===== src/rtl/logic_sweep_ctrl.sv =====
// Sweep sequencer and self-checker for the two-input logic unit (out1 = in1 ^ in2, out2 = ~in2).
// It drives all four input vectors per pass, samples after a settle time, and reports the result.
module logic_sweep_ctrl #(
    parameter int SETTLE_CYCLES = 4,
    parameter int PASSES        = 1,
    parameter int ERR_W         = 4
) (
    input  logic             clk,
    input  logic             rst_n,
    input  logic             start,
    input  logic             abort,
    output logic             dut_in1,
    output logic             dut_in2,
    input  logic             dut_out1,
    input  logic             dut_out2,
    output logic             busy,
    output logic             done,
    output logic             pass,
    output logic [ERR_W-1:0] err_count,
    output logic [1:0]       first_err_vec,
    output logic             first_err_vld
);

    localparam int SW = (SETTLE_CYCLES > 1) ? $clog2(SETTLE_CYCLES) : 1;
    localparam int PW = (PASSES > 1) ? $clog2(PASSES) : 1;

    typedef enum logic [1:0] {
        IDLE  = 2'd0,
        DRIVE = 2'd1,
        CHECK = 2'd2,
        DONE  = 2'd3
    } state_t;

    state_t           state;
    state_t           state_nxt;
    logic [1:0]       vec;
    logic [1:0]       vec_nxt;
    logic [PW-1:0]    pass_idx;
    logic [PW-1:0]    pass_idx_nxt;
    logic [SW-1:0]    settle;
    logic [SW-1:0]    settle_nxt;
    logic [1:0]       in_nxt;
    logic             done_nxt;
    logic             pass_nxt;
    logic [ERR_W-1:0] err_nxt;
    logic [ERR_W-1:0] err_inc;
    logic [1:0]       fev_nxt;
    logic             fvld_nxt;
    logic             exp_out1;
    logic             exp_out2;
    logic             mismatch;
    logic             last_vec;

    assign busy     = (state != IDLE);
    assign exp_out1 = vec[1] ^ vec[0];
    assign exp_out2 = ~vec[0];
    assign mismatch = (dut_out1 != exp_out1) || (dut_out2 != exp_out2);
    assign err_inc  = (err_count == {ERR_W{1'b1}}) ? err_count : err_count + 1'b1;
    assign last_vec = (vec == 2'd3) && (pass_idx == PW'(PASSES - 1));

    always_ff @(posedge clk) begin
        if (!rst_n) begin
            state         <= IDLE;
            vec           <= 2'd0;
            pass_idx      <= '0;
            settle        <= '0;
            dut_in1       <= 1'b0;
            dut_in2       <= 1'b0;
            done          <= 1'b0;
            pass          <= 1'b0;
            err_count     <= '0;
            first_err_vec <= 2'd0;
            first_err_vld <= 1'b0;
        end else begin
            state         <= state_nxt;
            vec           <= vec_nxt;
            pass_idx      <= pass_idx_nxt;
            settle        <= settle_nxt;
            dut_in1       <= in_nxt[1];
            dut_in2       <= in_nxt[0];
            done          <= done_nxt;
            pass          <= pass_nxt;
            err_count     <= err_nxt;
            first_err_vec <= fev_nxt;
            first_err_vld <= fvld_nxt;
        end
    end

    // The unit inputs are loaded on entry to DRIVE so each vector settles for the full hold time.
    always_comb begin
        state_nxt    = state;
        vec_nxt      = vec;
        pass_idx_nxt = pass_idx;
        settle_nxt   = settle;
        in_nxt       = {dut_in1, dut_in2};
        done_nxt     = 1'b0;
        pass_nxt     = pass;
        err_nxt      = err_count;
        fev_nxt      = first_err_vec;
        fvld_nxt     = first_err_vld;

        case (state)
            IDLE: begin
                if (start) begin
                    state_nxt    = DRIVE;
                    vec_nxt      = 2'd0;
                    pass_idx_nxt = '0;
                    settle_nxt   = '0;
                    in_nxt       = 2'd0;
                    pass_nxt     = 1'b0;
                    err_nxt      = '0;
                    fev_nxt      = 2'd0;
                    fvld_nxt     = 1'b0;
                end
            end
            DRIVE: begin
                if (abort) begin
                    state_nxt = IDLE;
                    in_nxt    = 2'd0;
                end else if (settle == SW'(SETTLE_CYCLES - 1)) begin
                    state_nxt  = CHECK;
                    settle_nxt = '0;
                end else begin
                    settle_nxt = settle + 1'b1;
                end
            end
            CHECK: begin
                if (abort) begin
                    state_nxt = IDLE;
                    in_nxt    = 2'd0;
                end else begin
                    if (mismatch) begin
                        err_nxt = err_inc;
                        if (!first_err_vld) begin
                            fev_nxt  = vec;
                            fvld_nxt = 1'b1;
                        end
                    end
                    if (last_vec) begin
                        state_nxt = DONE;
                        done_nxt  = 1'b1;
                        pass_nxt  = (err_nxt == '0);
                        in_nxt    = 2'd0;
                    end else begin
                        state_nxt  = DRIVE;
                        vec_nxt    = vec + 2'd1;
                        settle_nxt = '0;
                        in_nxt     = vec + 2'd1;
                        if (vec == 2'd3) begin
                            pass_idx_nxt = pass_idx + 1'b1;
                        end
                    end
                end
            end
            DONE: begin
                state_nxt = IDLE;
                in_nxt    = 2'd0;
            end
            default: begin
                state_nxt = IDLE;
                in_nxt    = 2'd0;
            end
        endcase
    end

endmodule


===== config.mk =====
export PLATFORM = sky130hd
export DESIGN_NAME = logic_sweep_ctrl
export DESIGN_NICKNAME = d
export VERILOG_FILES = /design/src/rtl/logic_sweep_ctrl.sv
export SDC_FILE = /design/constraint.sdc
export NUM_CORES = 1
export LEC_CHECK = 0
export ABC_AREA = 1
export BUFFER_PORTS_ARGS = -buffer_cell sky130_fd_sc_hd__buf_2
export CAP_MARGIN = 25
export CORE_MARGIN = 10
export CORE_UTILIZATION = 35
export CTS_BUF_LIST = sky130_fd_sc_hd__clkbuf_8
export CTS_CLUSTER_DIAMETER = 60
export DETAILED_ROUTE_END_ITERATION = 6
export GPL_ROUTABILITY_DRIVEN = 0
export GPL_TIMING_DRIVEN = 0
export SLEW_MARGIN = 20
export SYNTH_ARGS = -nofsm -noshare
export SYNTH_HDL_FRONTEND = slang
export SYNTH_SLANG_ARGS = --single-unit

===== constraint.sdc =====
create_clock -name clk -period 2.78 [get_ports clk]
set_clock_uncertainty 0.15 [all_clocks]
set_input_delay 0.417 -clock clk [delete_from_list [all_inputs] [get_ports clk]]
set_output_delay 0.417 -clock clk [all_outputs]
set_load 0.05 [all_outputs]

Word level (Yosys, flattened, before mapping). Cells that the tools add are included.

Output and inout bits: 12. ROM bits: 0. Register bits after elaboration: 18. Word-level logic and storage cells: 97. Bits in latches: 0. Input bits: 6. RAM bits: 0. Memories: 0.

Shift operators: 0. Order comparisons: 0. Multipliers: 0. Div/mod/pow operators: 0. Bitwise gates (word level): 5. Muxes and demuxes: 42. Equality and inequality tests: 18. $add $sub $neg: 4. Reduce and logical (&&, ||, !) cells: 17.

Operators by type and width (number): 2-bit two-way mux (18); 4-bit two-way mux (6); 2-bit inequality test, second input constant (9); 2-bit case mux with 4 select lines (2); 5-bit AND reduction (3); 4-bit AND reduction (3); 1-bit two-way mux (9); 2-bit == test, second input constant (4); 2-bit case mux with 2 select lines (2); 4-bit case mux with 2 select lines (1); 1-bit case mux with 2 select lines (3); 2-bit case mux with 3 select lines (1); 2-bit by 1-bit adder with 2-bit output, second input constant (2); 4-bit by 1-bit adder with 4-bit output, second input constant (1); 4-bit == test, second input constant (1); 4-bit logical NOT (1); 1-bit inverter (4); 2-bit AND reduction (2); 2-bit nonzero test (2); 3-bit inequality test, second input constant (1); 3-bit AND reduction (1); 3-bit nonzero test (1); 3-bit OR reduction (1); 2-bit by 1-bit == test with 1-bit output, second input constant (1); 6 further kinds (7).

Longest topological paths before layout.
Depth after elaboration: 10. Gate-level depth with buffers: 10. Gate-level depth less buffers: 10.

Worst setup path after synthesis. No wires, ideal clock.

Path kind: reg2reg. From: register err_count[0]. To: register pass. Setup time: 67 ps. Path slack: 876 ps. Required time: 2563 ps. Arrival time: 1687 ps. Cell stages (with the launch flop): 10. Path buffers: 0. Clock period less this slack: 1904 ps. Cells stage by stage: dfxtp_1 ha_1 nand3_1 nand2_1 nand2_1 nand2_1 nand2_1 nor2_1 nand3_1 a21oi_2.

Cells in the longest elaborated chain, start to end: 9. Elaborated cells between the ends (all ways): 10. Those cells by class: add/sub: 1; eq/ne: 1; mux: 7; reduce/logical: 1.

Ends and longest elaborated chain: start, declared (line 19) `output logic [ERR_W-1:0] err_count,`; start signal, assigned (line 83) `err_count <= err_nxt;`; 4-bit by 1-bit adder with 4-bit output or 4-bit == test (tied branches) (line 58) `assign err_inc = (err_count == {ERR_W{1'b1}}) ? err_count : err_count + 1'b1;`; 4-bit two-way mux (line 58); 4-bit two-way mux (*) (line 132) `if (mismatch) begin`; 4-bit two-way mux (*) (line 128) `if (abort) begin`; 4-bit two-way mux (*) (line 102) `case (state)`; 4-bit logical NOT (*) (line 142) `pass_nxt = (err_nxt == '0);`; 1-bit two-way mux (*) (line 139) `if (last_vec) begin`; 1-bit two-way mux (*) (line 128); 1-bit case mux with 2 select lines (*) (line 102); end signal, assigned (line 82) `pass <= pass_nxt;`; end, declared (line 18) `output logic pass,`.

Every way passes the cells marked *; elsewhere a longest branch is shown, timed or not. The select of a mux whose other input is x is not followed. A chain may end at the register's enable or synchronous reset.

Worst setup path in the final report.
From: register vec[0]. To: register pass.

Cells in the longest elaborated chain, start to end: 10. Elaborated cells between the ends (all ways): 16. Those cells by class: eq/ne: 4; mux: 6; bitwise: 2; reduce/logical: 4.

Ends and longest elaborated chain: start, declared (line 36) `logic [1:0] vec;`; start signal, assigned (line 76) `vec <= vec_nxt;`; 1-bit bitwise XOR or 1-bit inverter (tied branches) (line 55, 56); 1-bit inequality test (line 57) `assign mismatch = (dut_out1 != exp_out1) || (dut_out2 != exp_out2);`; 1-bit logical OR (line 57); 4-bit two-way mux (line 132); 4-bit two-way mux (line 128); 4-bit two-way mux (line 102); 4-bit logical NOT (line 142); 1-bit two-way mux (line 139); 1-bit two-way mux (line 128); 1-bit case mux with 2 select lines (line 102).

Parallel ways exist; a longest one is shown, timed or not. The select of a mux whose other input is x is not followed.

==> results.yml <==
timing:
  maxSlewViolCount: 0
  fmax_mhz: 570
  setup_tns_ps: 0
  finalHoldViolations: 0
  period_share_pct: 63.1
  rsz0062_at_grt: "false"
  period_needed_ps: 1750
  slew_headroom_pct: 64.5
  setup_violations: 0
  worst_pin_slew_ps: 533
logic_synthesis:
  async_reset_ff_share_pct: 0
  synth-seq-cells: 18
  syn-num-nets: 159
  yosysWarningCount: 0
  ys_seq_area_share_pct: 36.0
  avgSynthCellArea_um2: 6.66
  syn_inst: 150
  synth_cell_types: 25
  netlist_area_um2: 1000
  synth_ff_type: "dfxtp_1"
  synth_edf_count: 0
clocking:
  h-tree-depth: 1
  post-cts-setup-buffers: 0
  cts_made_buffers: 3
  clock-sinks: 18
  clk_path_buf_depth: 2
  clock_latency_ps: 250
  cts_tree: "built"
  clk_pin_slew_worst_paths_ps: 70
  hold_buffers: 0
  cts_resized: 0
  root_buffer: "clkbuf_8"
worst_setup_path:
  start_kind: "flop"
  critical_path_class: "reg -> reg"
  endpoint_kind: "flop"
  cp.arrival_ps: 1790
  cp_common_cell: "nand2_1"
  required_ps: 2810
  critPathMaxFanout: 5
  cp-startpoint: "vec[0]$_SDFFE_PN0P_"
  critPathTopFamily: "simple AND/OR/NAND/NOR gates"
  path_cells: "ha_1, inv_1, nand2_1, nand2_1, nand2_1, nand2_1, nand2_1, nor2_1, nand3_1, a21oi_2"
  critPathBufInv: 1
  crit-reg2reg-launch: "vec[0]$_SDFFE_PN0P_"
  critPathMaxStageDelay_ps: 340
  worst_path_max_delay_cell: "dfxtp_1"
grt:
  grt_max_degree: 11
  antenna_found_initial: 0
  grt_use_total_pct: 8.89
  grt_pass1_wl_um: 3970
  grt_pass1_vias: 916
  overflow: 0
layout:
  fillers: 292
  final_cell_mix: "40 x nand2_1, 20 x inv_1, 18 x buf_2, 18 x nand3_1, 18 x dfxtp_1"
  drive_gt1_share_pct: 20.5
  stdcell_count: 202
  antennaDiodeCount: 0
  layout_commonest_cell: "nand2_1"
  area_delta_synth_final_pct: 17.9
  final_core_util_pct: 43.1
  fin_nets: 181
placement:
  dp_cells: 198
  io_buffers: 17
  place_hpwl_um: 1830
die:
  rows: 19
  io_pins: 18
  chipHeight_um: 73.4
  core-area_mm2: 0.00273
  die_w_um: 73.4
  initial_core_util_pct: 36.6
  dieArea_mm2: 0.00539
detailed_routing:
  route.vias.total: 1002
  route.antenna.remaining_nets: 0
  firstDrtPassIters: 4
  drc: 0
  first_iter_violations: 51
  wirelength_um: 2300
  routedWlPerCell_um: 11.4
  via_per_inst: 4.96
power:
  vdd_drop_max_mv: 0.330
  intPower_mw: 0.441
  power.density_mw_per_mm2: 554
  pwr-share-seq_pct: 43.4
  power.leakage_nw: 0.587
  power.switching_mw: 0.212
  combPwrFrac_pct: 24.1
  pwr-share-clk_pct: 32.4
  sw_frac_of_total_pct: 32.5
job:
  maxCapViolations: 0
run_status:
  status: "finished, final reports clean"
hold_path:
  hp-start: "pass_idx$_SDFFE_PN0P_"
  holdCritPathClass: "reg -> reg"
==> registers in the layout (all words and copies together) (netlist names) <==
register,flops
done,1
dut_in1,1
dut_in2,1
err_count,4
first_err_vec,2
first_err_vld,1
pass,1
pass_idx,1
settle,2
state,2
vec,2
==> power groups by stage <==
stage / Clock [mW] / Sequential (mW) / Combinational (mW)
floorplan: 0 / 0.299 / 0.110
global placement: 0 / 0.289 / 0.155
detailed placement: 0 / 0.290 / 0.158
CTS: 0.216 / 0.284 / 0.159
global route: 0.231 / 0.286 / 0.179
finish: 0.212 / 0.284 / 0.158
==> final cells by class <==
class / instances / area (um2) / share of cell area [%]
Tap cell: 31 / 38.8 / 3.29
Buffer: 2 / 8.76 / 0.743
Clock buffer: 4 / 55.1 / 4.67
Timing Repair Buffer: 17 / 85.1 / 7.22
Inverter: 23 / 86.3 / 7.32
Multi-Input combinational cell: 107 / 544 / 46.2
Sequential cell: 18 / 360 / 30.6
==> final timing paths <==
check        cells after the start                     to  slack, ps
max                             10      pass$_SDFFE_PN0P_       1030
min                              2  pass_idx$_SDFFE_PN0P_        310
max reg2reg                     10      pass$_SDFFE_PN0P_       1030
min reg2reg                      2  pass_idx$_SDFFE_PN0P_        310
==> per-stage QoR <==
step / total power [mW] / hold WS [ps] / worst slack [ps] / area [um2]
global route: 0.696 / 308 / 877 / 1180
detailed placement: 0.447 / 308 / 1050 / 1120
global placement: 0.444 / 295 / 1060 / 1120
finish: 0.653 / 311 / 1030 / 1180
CTS: 0.659 / 310 / 1030 / 1180
floorplan: 0.409 / 282 / 876 / 1000
==> cell families (layout without fill, tap and decap cells) <==
group	count (synthesis)	after routing	share of synthesized area, %
compound gates	22	22	12.5
simple gates	82	82	38.2
fa+ha+maj	3	3	3.76
flops	18	18	36.0
buf+inv	25	46	9.51
==> synthesized netlist by cell type (2+ instances only) <==
| library cell | number | area [um2] |
|---|---|---|
| ha_1 | 3 | 37.5 |
| inv_2 | 3 | 11.3 |
| nand4_1 | 2 | 12.5 |
| nor2_1 | 12 | 45.0 |
| a21oi_1 | 14 | 70.1 |
| o21ai_0 | 3 | 15.0 |
| nand3_1 | 18 | 90.1 |
| nand2_2 | 3 | 18.8 |
| inv_1 | 20 | 75.1 |
| nand2_1 | 40 | 150 |
| dfxtp_1 | 18 | 360 |
==> layer usage <==
layer | GRT usage [%] | part of all wire, % | wire length, um
met5 | 0 | 0 | 0
met2 | 14.6 | 46 | 1050
met3 | 3.10 | 6.8 | 155
met1 | 10.5 | 46 | 1050
met4 | 2.90 | 1.6 | 37
==> worst min-delay path, cell delays in order (launching register included) <==
cell and delay [ps]:
dfxtp_1 310, nand3_1 80, inv_1 30
Power figures use the tool's default switching activity.
